==> config.mk <==
export PLATFORM = sky130hd
export DESIGN_NAME = dmem_fault_arbiter
export DESIGN_NICKNAME = d
export VERILOG_FILES = /design/src/rtl/arb_pkg.sv /design/src/rtl/dmem_fault_arbiter.sv
export SDC_FILE = /design/constraint.sdc
export NUM_CORES = 1
export LEC_CHECK = 0
export BUFFER_PORTS_ARGS = -buffer_cell sky130_fd_sc_hd__buf_2
export CELL_PAD_IN_SITES_DETAIL_PLACEMENT = 0
export CELL_PAD_IN_SITES_GLOBAL_PLACEMENT = 2
export CORE_ASPECT_RATIO = 1.75
export CORE_MARGIN = 2
export CORE_UTILIZATION = 25
export DETAILED_ROUTE_END_ITERATION = 8
export PLACE_DENSITY_LB_ADDON = 0.2
export SLEW_MARGIN = 5
export SYNTH_ARGS = -nofsm -noshare
export SYNTH_HDL_FRONTEND = slang
export SYNTH_SLANG_ARGS = --single-unit
==> constraint.sdc <==
create_clock -name clk -period 1.8 [get_ports clk]
set_input_delay 0.09 -clock clk [delete_from_list [all_inputs] [get_ports clk]]
set_output_delay 0.09 -clock clk [all_outputs]
set_load 0.1 [all_outputs]
==> src/rtl/arb_pkg.sv <==
// Shared types and defaults for the data-memory port arbiter.
// Holds the FSM encoding, the round-robin requester id and the tie-break rule.
package arb_pkg;

  localparam int ADDR_W_DEF = 32;
  localparam int DATA_W_DEF = 32;
  localparam int CNT_W_DEF  = 16;

  typedef enum logic [1:0] {
    IDLE   = 2'd0,
    CORE   = 2'd1,
    INJ_RD = 2'd2,
    INJ_WR = 2'd3
  } arb_state_t;

  typedef enum logic {
    REQ_CORE = 1'b0,
    REQ_INJ  = 1'b1
  } req_id_t;

  // On a tie the requester that was not served last wins; a lone requester always wins.
  function automatic req_id_t pick_winner(input logic core_req, input logic inj_req,
                                          input req_id_t last_gnt);
    req_id_t win;
    if (core_req && inj_req) begin
      win = (last_gnt == REQ_INJ) ? REQ_CORE : REQ_INJ;
    end else if (core_req) begin
      win = REQ_CORE;
    end else begin
      win = REQ_INJ;
    end
    return win;
  endfunction

endpackage

==> src/rtl/dmem_fault_arbiter.sv <==
// Shares one data-memory port between the core load/store path and the fault
// injector; injections run as an indivisible read-modify-write XOR bit-flip.
module dmem_fault_arbiter
  import arb_pkg::*;
#(
  parameter int ADDR_W = ADDR_W_DEF,
  parameter int DATA_W = DATA_W_DEF,
  parameter int CNT_W  = CNT_W_DEF
) (
  input  logic              clk,
  input  logic              rst,
  input  logic              core_req,
  input  logic              core_we,
  input  logic [ADDR_W-1:0] core_a,
  input  logic [DATA_W-1:0] core_wd,
  output logic              core_gnt,
  output logic [DATA_W-1:0] core_rdata,
  output logic              core_rvalid,
  input  logic              inj_req,
  input  logic [ADDR_W-1:0] inj_a,
  input  logic [DATA_W-1:0] inj_mask,
  output logic              inj_done,
  output logic [CNT_W-1:0]  inj_count,
  output logic              mem_we,
  output logic [ADDR_W-1:0] mem_a,
  output logic [DATA_W-1:0] mem_wd,
  input  logic [DATA_W-1:0] mem_rd
);

  localparam logic [CNT_W-1:0] CNT_MAX = {CNT_W{1'b1}};
  localparam logic [CNT_W-1:0] CNT_ONE = {{(CNT_W-1){1'b0}}, 1'b1};

  arb_state_t        state_r;
  arb_state_t        state_nxt_s;
  req_id_t           last_gnt_r;
  logic [DATA_W-1:0] rmw_r;
  logic [DATA_W-1:0] core_rdata_r;
  logic              core_rvalid_r;
  logic [CNT_W-1:0]  inj_count_r;
  logic              mem_we_s;
  logic [ADDR_W-1:0] mem_a_s;
  logic [DATA_W-1:0] mem_wd_s;
  logic              core_load_s;

  assign core_load_s = (state_r == CORE) && !core_we;

  // Next-state selection and memory-port muxing from the registered state.
  always_comb begin
    state_nxt_s = state_r;
    mem_we_s    = 1'b0;
    mem_a_s     = '0;
    mem_wd_s    = '0;
    case (state_r)
      IDLE: begin
        if (core_req || inj_req) begin
          if (pick_winner(core_req, inj_req, last_gnt_r) == REQ_CORE) begin
            state_nxt_s = CORE;
          end else begin
            state_nxt_s = INJ_RD;
          end
        end else begin
          state_nxt_s = IDLE;
        end
      end
      CORE: begin
        mem_a_s     = core_a;
        mem_we_s    = core_we;
        mem_wd_s    = core_wd;
        state_nxt_s = IDLE;
      end
      INJ_RD: begin
        mem_a_s     = inj_a;
        state_nxt_s = INJ_WR;
      end
      INJ_WR: begin
        mem_a_s     = inj_a;
        mem_we_s    = 1'b1;
        mem_wd_s    = rmw_r ^ inj_mask;
        state_nxt_s = IDLE;
      end
      default: begin
        state_nxt_s = IDLE;
      end
    endcase
  end

  // State, round-robin bit, RMW capture, load data and saturating injection count.
  always_ff @(posedge clk or negedge rst) begin
    if (!rst) begin
      state_r       <= IDLE;
      last_gnt_r    <= REQ_INJ;
      rmw_r         <= '0;
      core_rdata_r  <= '0;
      core_rvalid_r <= 1'b0;
      inj_count_r   <= '0;
    end else begin
      state_r       <= state_nxt_s;
      core_rvalid_r <= core_load_s;
      if (core_load_s) begin
        core_rdata_r <= mem_rd;
      end
      if (state_r == INJ_RD) begin
        rmw_r <= mem_rd;
      end
      if (state_r == CORE) begin
        last_gnt_r <= REQ_CORE;
      end else if (state_r == INJ_WR) begin
        last_gnt_r <= REQ_INJ;
      end
      // Counting happens on the write cycle, so an aborted read phase never counts.
      if ((state_r == INJ_WR) && (inj_count_r != CNT_MAX)) begin
        inj_count_r <= inj_count_r + CNT_ONE;
      end
    end
  end

  assign core_gnt    = (state_r == CORE);
  assign inj_done    = (state_r == INJ_WR);
  assign core_rdata  = core_rdata_r;
  assign core_rvalid = core_rvalid_r;
  assign inj_count   = inj_count_r;
  assign mem_we      = mem_we_s;
  assign mem_a       = mem_a_s;
  assign mem_wd      = mem_wd_s;

endmodule

==> flow_summary.toml, run 1 <==
[outcome]
outcome = "finished, final reports clean"

[global_route]
overflow = 0
grt_pass1_vias = 4649
grt_first_pass_wirelength_um = 25900
grt_max_degree = 85
antenna_found_initial = 4
grt_usage_pct = 17.5

[floorplanning]
die-area_um2 = 19000
die_w_um = 105
rows = 64
die_h_um = 181
start_util_pct = 25.5
placeableCoreArea_um2 = 17500
io_pins = 281

[clock_tree]
cts-buffers-inserted = 9
cts-root-buf = "clkbuf_16"
worstSkewPairLatency_ns = 0.34
clockBufferDepth = 2
ctsHtreeMaxLevel = 3
clk_pin_slew_ns = 0.06
cts_tree = "done"
clock_sinks = 84

[synthesis]
async_flop_share_pct = 100
synth_area_leaders = "dfrtp_1, mux2_2, xnor2_1, o211a_1, a22o_1"
synth_top_family_by_area = "multiplexers"
synth_edf_count = 0
netlist_instances = 372
synth_xor_area_share_pct = 8.84
ys_top_cells_by_count = "dfrtp_1, mux2_2, nand2_1, xnor2_1"
ys_seq_area_share_pct = 47.2
yosys.area_share.simple_pct = 9.49
avgSynthCellArea_um2 = 12.0
ys_ff_latch = 84
yosysWarnings = 0
synthFlopType = "dfrtp_1"
synth_compound_area_share_pct = 14.6
synth_nets = 538
synthMuxAreaShare_pct = 16.5
synthDominantCellAreaShare_pct = 46.6
netlist_area_um2 = 4460
synth.most_common_cell = "dfrtp_1"
yosys.cell_types.count = 36
synth-adder-area-share_pct = 0.281
yosysTopAreaCell = "dfrtp_1"

[timing]
slew_headroom_pct = 65.3
grt_setup_unrepaired = "true"
setup_ws_ns = 0.0268
tightestPinTransition_ns = 0.524
hold_viol = 0
slew_violations = 0
period_minus_slack_ns = 1.77
report.final.setup_viol = 0
skew_ns = 0.00954
max_freq_mhz = 564
period_share_pct = 98.5

[setup_path]
critical_path_class = "flip-flop to primary output"
start_kind = "flip-flop"
worst_setup_path_end_kind = "primary output"
crit_required_ns = 1.71
crit_arrival_ns = 1.68
reg2reg_depth = 4
critPathMaxFanout = 16

[placed_design]
placedCellCount = 875
gp_congestion = 0.875
io_buffers = 280
place_ws_ns = 0.139
dpl.hpwl_um = 12900

[routing]
wl_met1_um = 6340
wl_per_cell_um = 17.8
drt-pass1-iter-count = 4
viasPerCell = 4.52
wl_met3_um = 980
drtIter0Drc = 149
drc_errors = 0
highest_layer = "met5"
route.met2.wl_um = 8810
vias = 4181
drt_wl_total_um = 16500
antenna_left = 0

[finish]
final_cells = 924
final_core_utilization_pct = 45.9
syn_to_final_growth_pct = 79.5
drive_gt1_share_pct = 61.4
fin_nets = 851

[job]
cap_violations = 0

[worst_hold_path]
holdPathStages = 2
hp-class = "primary input to flip-flop"
-- path summary, 6_finish.rpt --
path	start	end	slack (ns)
setup / recovery	state_r[1]	mem_a[2]	0.03
hold / removal	mem_rd[20]	rmw_r[20]	0.01
setup reg to reg	state_r[1]	core_rdata[7]	0.06
hold reg to reg	inj_count[7]	inj_count[7]	0.50
max in group asynchronous	rst	core_rdata[31]	1.09
min in group asynchronous	rst	inj_count[2]	0.31
-- layout by cell type (no fill, tap or decap), types with 3 or more instances in the layout --
cell type / Yosys / routed
buf_2: 4 / 213
buf_12: 0 / 72
dfrtp_1: 83 / 65
mux2_2: 63 / 63
nand2_1: 40 / 40
xnor2_1: 40 / 40
o211a_1: 32 / 32
dlygate4sd3_1: 0 / 25
a22o_1: 32 / 20
buf_4: 4 / 16
dfrtp_4: 0 / 13
clkbuf_16: 0 / 10
a22o_4: 0 / 9
nand3_1: 8 / 8
nor2_1: 6 / 6
nand4_1: 5 / 5
xor2_1: 5 / 5
dfrtp_2: 0 / 5
diode_2: 0 / 3
a21oi_1: 3 / 3
a22o_2: 0 / 3
and3_1: 3 / 3
-- state kept, by name, summed over array words and instances (netlist names) --
register     count
core_rdata      32
rmw_r           32
inj_count       16
state_r          2
core_rvalid      1
last_gnt_r       1
-- critical path, cell delays in order (launching register included) --
cell       delay, ns
dfrtp_4         0.56
nor2b_4         0.20
clkbuf_16       0.22
a22o_1          0.19
buf_12          0.18
-- per-stage QoR --
stage          area (um2)  TNS, ns  hold WS, ns
2_1_floorplan        4570    -3.14       -0.206
3_3_place_gp         7360        0        0.154
3_5_place_dp         7360        0        0.170
4_1_cts              7950  -0.0541      0.00270
5_1_grt              8000   -0.227      0.00702
6_report             8000        0       0.0124
-- final cells by class --
cell class,instances,area [um2]
fillers,1723,9450
repair buffers,329,2930
inverters,2,7.51
clock inverters,5,42.5
diodes,3,7.51
well taps,231,289
multi-input cells,259,2320
clock buffers,11,253
flip-flops and latches,84,2160
-- logic make-up after synthesis --
group | after synthesis
DFF | 84
muxes | 65
AOI/OAI and AO/OA | 71
and+or+nand+nor | 77
adders and majority gates | 1
xor gates and xnor gates | 45
buffers and inverters | 29
-- timing repair --
action	4_1_cts	5_1_grt
cloned	0	1
endpoints found under the hold margin	129	0
hold buffers	25	0
buffers inserted	4	0
resized for setup	2	4
endpoints found under the setup margin	31	28
-- layer usage --
metal | global-route usage [%] | vias to the layer above
li1 | - | 1981
met1 | 20.4 | 2029
met2 | 30.1 | 146
met3 | 4.74 | 23
met4 | 6.72 | 2
met5 | 0 | -
Power of run 1 is not shown: default switching activity piles up to over one toggle a cycle in this logic, so the estimate is an artifact.
==> run 2, diff against run 1 <==
- PLACE_DENSITY_LB_ADDON: 0.2 -> 0.25
==> run 2 against run 1 <==
Die area stayed put. Count of clock-buffer cells in the layout decreased by 2. Fmax grew 0.42%. Critical path depth is 1 higher. Sequential share of layout area fell by 0.36 points. First-iteration DRC count down 57%. Register-to-register slack better by 0.02 ns. Cell count increased by 0.54%. Flip-flop and latch count is the same. Critical path type unchanged.
==> flow_summary.toml, run 2 (synthesized netlist as in run 1, its figures left out) <==
[outcome]
outcome = "finished, final reports clean"

[finish]
fillCellCount = 1709
drive_gt1_share_pct = 61.0
syn_to_final_growth_pct = 82.0
final_cells = 929
layout_common_cells = "buf_2, buf_12, dfrtp_1, mux2_2"
final_common_cell = "buf_2"
fin_nets = 856
final_core_utilization_pct = 46.5

[timing]
max_freq_mhz = 566
slew_headroom_pct = 65.2
report.final.setup_viol = 0
period_minus_slack_ns = 1.77
hold_viol = 0
holdWs_ns = 0.0117
tightestPinTransition_ns = 0.526
setup_ws_ns = 0.0342
grt_setup_unrepaired = "true"
skew_ns = 0.00862
slew_violations = 0
period_share_pct = 98.1

[setup_path]
crit_arrival_ns = 1.68
start_kind = "flip-flop"
critical_path_class = "flip-flop to primary output"
worst_setup_path_end_kind = "primary output"
critPathMaxFanout = 16
crit_required_ns = 1.71

[placed_design]
io_buffers = 280
placedCellCount = 868
gp_congestion = 0.860
dpl.hpwl_um = 12600
place_ws_ns = 0.140

[global_route]
grt_pass1_vias = 4522
grt_max_degree = 51
overflow = 0
antenna_found_initial = 3
grt_usage_pct = 17.2
grt_first_pass_wirelength_um = 25400

[clock_tree]
worstSkewPairLatency_ns = 0.34
ctsHtreeMaxLevel = 3
cts-root-buf = "clkbuf_16"
clock_sinks = 84
cts_tree = "done"
cts-buffers-inserted = 9
clockBufferDepth = 2
clk_pin_slew_ns = 0.07

[floorplanning]
die-area_um2 = 19000
placeableCoreArea_um2 = 17500
die_w_um = 105
rows = 64
io_pins = 281
die_h_um = 181
start_util_pct = 25.5

[routing]
drt-pass1-iter-count = 4
antenna_left = 0
viasPerCell = 4.55
drtIter0Drc = 64
drt_wl_total_um = 16400
drc_errors = 0
vias = 4228
wl_per_cell_um = 17.7

[job]
cap_violations = 0

[worst_hold_path]
hp-class = "primary input to flip-flop"
run 2: final cells by class:
type                       instances  area, um2  share of cell area, %
sequential                        84       2160                   26.6
timing repair buffer             334       3010                   37.1
antenna                            3       7.51                 0.0925
inverter                           2       7.51                 0.0925
clock buffer                       9        225                   2.78
clock inverter                     7       93.8                   1.16
tap                              231        289                   3.56
multi-input combinational        259       2320                   28.6
run 2: worst paths after layout:
kind	from	endpoint	slack, ns	depth (start not counted)
worst max-delay path	state_r[1]	mem_a[5]	0.03	5
worst min-delay path	mem_rd[2]	core_rdata[2]	0.01	2
worst max register to register	state_r[1]	inj_count[15]	0.08	5
worst min register to register	inj_count[15]	inj_count[15]	0.49	1
max in group asynchronous	rst	core_rdata[9]	0.87	3
min in group asynchronous	rst	core_rdata[10]	0.24	2
run 2: layer usage:
layer / track usage [%] / up-vias / routed length (um)
met4: 5.87 / 0 / 406
met3: 4.05 / 22 / 926
met2: 30.4 / 137 / 8730
met5: 0 / - / 0
met1: 20.1 / 2084 / 6370
li1: - / 1985 / -
run 2: repair_timing:
| action | CTS | global route |
|---|---|---|
| hold endpoints to repair | 86 | 0 |
| setup buffers | 5 | 5 |
| gates cloned | 1 | 1 |
| gates resized for setup | 4 | 7 |
| hold buffers | 30 | 0 |
| pin swaps | 0 | 8 |
| endpoints found under the setup margin | 62 | 14 |
run 2: worst max-delay path, cell delays in order, from the launching register on:
cell	delay, ns
dfrtp_4	0.53
nor2b_4	0.15
buf_12	0.13
buf_16	0.15
a22o_1	0.19
buf_12	0.18
run 2: metrics by stage:
stage | instance area (um2) | TNS [ns]
finish | 8110 | 0
global route | 8110 | -0.410
CTS | 7990 | 0
detailed placement | 7290 | 0
global placement | 7290 | 0
floorplan | 4570 | -3.14
Power of run 2 is left out for the same reason.
